<file path="src/rtl/uart_rx_fifo.sv">
// Receive buffer behind the UART receive controller: one write per rising ready, parity-errored bytes dropped.
// Optional parity-error counter and err_cnt port enabled by `define UART_RX_FIFO_ERRCNT_EN.
module uart_rx_fifo #(
    parameter int unsigned ADDR_W = 4
) (
    input  logic              clk,
    input  logic              rst_n,
    input  logic [7:0]        rx_data,
    input  logic              rx_ready,
    input  logic              rx_error,
    input  logic              rd_en,
    input  logic              stat_clr,
    output logic [7:0]        rd_data,
    output logic              rd_valid,
    output logic              empty,
    output logic              full,
    output logic [ADDR_W:0]   count,
    output logic              overflow
`ifdef UART_RX_FIFO_ERRCNT_EN
    ,
    output logic [7:0]        err_cnt
`endif
);

    localparam int unsigned DEPTH = 2 ** ADDR_W;
    localparam int unsigned PTR_W = ADDR_W + 1;

    logic             rdy_q;
    logic [PTR_W-1:0] wr_ptr_q, wr_ptr_d;
    logic [PTR_W-1:0] rd_ptr_q, rd_ptr_d;
    logic [7:0]       rd_data_q, rd_data_d;
    logic             rd_valid_q, rd_valid_d;
    logic             overflow_q, overflow_d;
    logic [7:0]       mem_q [DEPTH];

    logic             frame_ev;
    logic             pop;
    logic             push;
    logic             ovf_set;
    logic [PTR_W-1:0] count_c;

    // Occupancy derived from registered pointers only.
    assign count_c = wr_ptr_q - rd_ptr_q;
    assign count   = count_c;
    assign empty   = (count_c == '0);
    assign full    = (count_c == PTR_W'(DEPTH));

    assign rd_data  = rd_data_q;
    assign rd_valid = rd_valid_q;
    assign overflow = overflow_q;

    // Push/pop decisions and next-state for pointers, read port and overflow flag.
    always_comb begin
        frame_ev   = 1'b0;
        pop        = 1'b0;
        push       = 1'b0;
        ovf_set    = 1'b0;
        wr_ptr_d   = wr_ptr_q;
        rd_ptr_d   = rd_ptr_q;
        rd_data_d  = rd_data_q;
        rd_valid_d = 1'b0;
        overflow_d = overflow_q;

        frame_ev = rx_ready & ~rdy_q;
        pop      = rd_en & ~empty;
        push     = frame_ev & ~rx_error & (~full | pop);
        ovf_set  = frame_ev & ~rx_error & full & ~pop;

        if (push) begin
            wr_ptr_d = wr_ptr_q + PTR_W'(1);
        end
        if (pop) begin
            rd_ptr_d   = rd_ptr_q + PTR_W'(1);
            rd_data_d  = mem_q[rd_ptr_q[ADDR_W-1:0]];
            rd_valid_d = 1'b1;
        end
        if (stat_clr) begin
            overflow_d = 1'b0;
        end
        if (ovf_set) begin
            overflow_d = 1'b1;
        end
    end

    // rdy_q resets high so a ready level present at reset release is not a frame.
    always_ff @(posedge clk or negedge rst_n) begin
        if (!rst_n) begin
            rdy_q      <= 1'b1;
            wr_ptr_q   <= '0;
            rd_ptr_q   <= '0;
            rd_data_q  <= 8'h00;
            rd_valid_q <= 1'b0;
            overflow_q <= 1'b0;
        end else begin
            rdy_q      <= rx_ready;
            wr_ptr_q   <= wr_ptr_d;
            rd_ptr_q   <= rd_ptr_d;
            rd_data_q  <= rd_data_d;
            rd_valid_q <= rd_valid_d;
            overflow_q <= overflow_d;
        end
    end

    always_ff @(posedge clk) begin
        if (push) begin
            mem_q[wr_ptr_q[ADDR_W-1:0]] <= rx_data;
        end
    end

`ifdef UART_RX_FIFO_ERRCNT_EN
    logic [7:0] err_cnt_q, err_cnt_d;
    logic       err_set;

    // Saturating parity-error counter; a same-cycle error beats stat_clr.
    always_comb begin
        err_set   = rx_ready & ~rdy_q & rx_error;
        err_cnt_d = err_cnt_q;
        if (stat_clr) begin
            err_cnt_d = 8'h00;
        end
        if (err_set) begin
            if (stat_clr) begin
                err_cnt_d = 8'h01;
            end else if (err_cnt_q != 8'hFF) begin
                err_cnt_d = err_cnt_q + 8'h01;
            end
        end
    end

    always_ff @(posedge clk or negedge rst_n) begin
        if (!rst_n) begin
            err_cnt_q <= 8'h00;
        end else begin
            err_cnt_q <= err_cnt_d;
        end
    end

    assign err_cnt = err_cnt_q;
`endif

endmodule

</file>
<file path="config.mk">
export PLATFORM = sky130hd
export DESIGN_NAME = uart_rx_fifo
export DESIGN_NICKNAME = d
export VERILOG_FILES = /design/src/rtl/uart_rx_fifo.sv
export SDC_FILE = /design/constraint.sdc
export NUM_CORES = 1
export LEC_CHECK = 0
export CORE_MARGIN = 2
export CORE_UTILIZATION = 57
export CTS_CLUSTER_DIAMETER = 40
export DETAILED_ROUTE_END_ITERATION = 8
export GPL_TIMING_DRIVEN = 0
export PLACE_DENSITY = 0.83
export SYNTH_ARGS = -nofsm -noshare
export SYNTH_HDL_FRONTEND = slang
export SYNTH_SLANG_ARGS = --single-unit
</file>
<file path="constraint.sdc">
create_clock -name clk -period 3.86 [get_ports clk]
set_input_delay 0.772 -clock clk [delete_from_list [all_inputs] [get_ports clk]]
set_output_delay 0.772 -clock clk [all_outputs]
set_load 0.01 [all_outputs]
</file>
==> metrics.md <==
| Metric | Value |
|---|---|
| FILL cells | roughly 650 |
| Hpwl dp | about 7.6 mm |
| Post-Synth XOR/XNOR Area | under 10% |
| Yosys reg bits | around 150 |
| Delay-heaviest family, CP | buffers and inverters |
| Final WS setup | roughly 0.23 ns |
| DP Area | ~6600 µm² |
| GRT Residual Overflow | 0 |
| Slowest stage cell, crit path | clkdlybuf4s50_1 |
| Total of max-cap violations | 0 |
| Largest net degree at the start of global routing | 22 |
| Multi-input logic area | between 1500 and 2000 µm² |
| Measured slew at the worst slew-check pin | slightly above 0.9 ns |
| Worst hold path type | reg2reg |
| IO Pins | 31 |
| Simple-Gate Fraction of Synth Area | 4.294% |
| Layout area overhead | 18.10% |
| FF-to-FF path depth | 10 |
| Final setup vio count | 0 |
| Hold buffers post-CTS | 0 |
| Final nets | around 400 |
| Leak pwr | 2.492 nW |
| TritonCTS Sinks | roughly 150 |
| Crit path kind | reg2out |
| CP bufs+invs | 4 |
| Aggregate routed wire length | roughly 12 mm |
| Routability cong. | approximately 0.82 |
| Pwr dens | between 700 and 800 nW/µm² |
| ANT nets after route | 0 |
| Worst Setup End Kind | output pin |
| RSZ-0062 raised after global routing | no |
| Die ar. | between 10000 and 15000 µm² |
| Core Rows | 37 |
| Die height | between 100 and 150 µm |
| Final Util | between 60% and 70% |
| Clock Path Buffers | 2 |
| Max frequency | roughly 0.28 GHz |
| IO buf count | 30 |
| Total GRT Usage | 22.96% |
| CTS tree | built |
| CTS root buf | clkbuf_8 |
| Drt wl/cell | roughly 23 µm |
| Main combinational cell family by area after synthesis | multiplexers |
| Clock latency on the worst-skew pair | 0.53 ns |
| Pins Over Slew Limit | 0 |
| Syn_nets | 352 |
| CP cell instances | inv_2, ha_1, inv_1, fa_1, a21o_1, a21oi_2, xnor2_1, inv_2, clkdlybuf4s50_1 |
| Max FO, Critical Path | 6 |
| Status | finished, final reports clean |
| Post-layout instance area | roughly 7000 µm² |
| Mapped Area | 6090 µm² |
| Fin crit period | 3.632 ns |
| Adder-Cell Fraction of Synth Area | under 10% |
| Starting density of the core | 58.72% |
| EDFF count, synth | between 100 and 150 |
| Sequential share of the synthesized area | between 70% and 80% |
| Final hold violation count | 0 |
| Max VDD drop | 0.0006893 V |
| First-pass GRT wire length | approximately 19 mm |
| H-tree depth | 4 |
| CTS clock-pin slew for the worst setup and hold paths | around 0.060 ns |
| Slew headroom | a little under two fifths |
| Final period util | a little over nine tenths |
| Vias in the first global route | 3306 |
| Drt drc | 0 |
| CORE AREA | 10370 µm² |
| Pre-CTS setup slack | -0.5613 ns |
| Mux contribution to synthesized area | ~15% |
| Inserted Clock Buffers | 17 |
| Yosys cell types | 38 |
| Top-area cell type share of the netlist area | between 60% and 70% |
| Top post-synthesis cells by area | edfxtp_1 63%, mux4_2 12%, dfrtp_1 8.2%, mux2_4 2.2%, ha_1 1.8% |
| DR iter-0 viols | around 380 |
| Fraction of the mapped netlist area in compound gates | roughly 3.3% |
| Top FF cell, synth | edfxtp_1 |
| Vias/cell | between 6 and 7 |
| Top cell type by total area after synthesis | edfxtp_1 |
| WHS Path Cells | 1 |
| Antenna cells | 0 |
| Initial antenna violation count | 0 |
| CP Launch Type | flip-flop |
| WP data arrival | roughly 2.9 ns |
| Critical path depth | 9 |
| Drt first pass iters | 5 |
| Clock Skews | roughly 0.0056 ns |
| Die width | about 110 µm |
| CP dominant cell by count | inv_2 |
| Post-synth ARST share | between 10% and 20% |
| Register Area | ~4400 µm² |
| Worst EP required | 3.09 ns |
| DR vias | about 3200 |
| Max incr delay on CP | 0.55 ns |
| Cells after Synth | 328 |
| Layout cell share with drive strength beyond 1 | roughly a quarter |
| Mean post-synth cell area | between 15 and 20 µm² |
| Yosys warning total | 0 |
cell type report:
type                            count  area share, %
Multi-Input combinational cell    156          22.43
Clock buffer                       17          5.759
Buffer                             12          1.287
Sequential cell                   149          60.79
Timing Repair Buffer               34          4.662
Tap cell                          136          2.366
Inverter                           10         0.5219
Clock inverter                     15          2.192
final timing paths:
| path | startpoint | endpoint | slack, ns |
|---|---|---|---|
| max | wr_ptr_q[0] | count[4] | 0.23 |
| min | rd_data[7] | rd_data[7] | 0.52 |
| max reg2reg | wr_ptr_q[0] | mem_q[8][6] | 0.44 |
| min reg2reg | rd_data[7] | rd_data[7] | 0.52 |
| max in group asynchronous | rst_n | rd_ptr_q[2] | 2.47 |
| min in group asynchronous | rst_n | overflow | 0.76 |
cells in the final DEF (no fill, tap or decap), types with 10 or more instances in the layout:
master | Yosys | layout
dfrtp_1 | 20 | 19
o22ai_1 | 16 | 16
mux4_2 | 32 | 32
clkdlybuf4s50_1 | 0 | 28
edfxtp_1 | 128 | 128
nor2_1 | 29 | 29
clkbuf_16 | 0 | 16
nand2_1 | 16 | 16
xnor2_1 | 10 | 10
state kept, by name (all words and copies together), names as in the netlist:
signal / cells
mem_q: 128
overflow: 1
rd_data: 8
rd_ptr_q: 5
rd_valid: 1
rdy_q: 1
wr_ptr_q: 5
worst register-to-register path: cells and delay by family, from the launching register on:
family / cells / cell delay [ns]
multiplexers: 1 / 0.48
adder cells (fa/ha/maj): 2 / 0.57
buffers and inverters: 3 / 0.36
AO/OA/AOI/OAI: 3 / 0.52
AND/OR/NAND/NOR: 1 / 0.71
flip-flops: 1 / 0.41
Yosys cell counts, types with 4 or more instances:
cell      instances
edfxtp_1        128
mux4_2           32
ha_1              9
nor2_1           29
xnor2_1          10
o22ai_1          16
inv_1             9
mux2_4            9
buf_4             4
nand2_1          16
dfrtp_1          20
nand3_1           5
clkbuf_1          6
per-layer routing:
| metal | GRT usage [%] | part of all wire (%) | up-vias | wire, µm |
|---|---|---|---|---|
| met5 | 0 | 0 | - | 0 |
| met4 | 11.36 | 3.5 | 0 | 428 |
| met3 | 5.630 | 6.4 | 30 | 787 |
| li1 | - | - | 1399 | - |
| met2 | 37.34 | 51 | 161 | 6205 |
| met1 | 29.13 | 39 | 1628 | 4804 |
logic make-up (layout without fill, tap and decap cells):
logic type | Yosys count | in the layout
AO/OA/AOI/OAI | 29 | 29
XOR/XNOR | 13 | 13
adder cells (fa/ha/maj) | 10 | 10
buffers and inverters | 23 | 88
flip-flops | 149 | 149
multiplexers | 44 | 44
AND/OR/NAND/NOR | 60 | 60
where the power goes:
group	internal, W	switching, W	total [W]	leakage, nW
Sequential	0.00189	0.000116	0.00201	1.40
Combinational	0.00105	0.00111	0.00216	0.812
Clock	0.000833	0.000730	0.00156	0.283
stage by stage:
stage	hold WS (ns)	instances	power [W]	setup TNS, ns
6_report	0.5156	529	0.005726	0
5_1_grt	0.5332	529	0.005974	0
4_1_cts	0.5208	528	0.005706	0
3_5_place_dp	0.4957	495	0.004095	-4.486
3_3_place_gp	0.4677	494	0.004029	-4.596
2_1_floorplan	0.4764	328	0.003396	0
what timing repair did:
item,in CTS,in global routing
setup endpoints to repair,51,2
resized for setup,6,4
buffers inserted,2,1
cloned,0,0
pin swaps,0,0
Note: power is estimated with default switching activity, not from simulation.
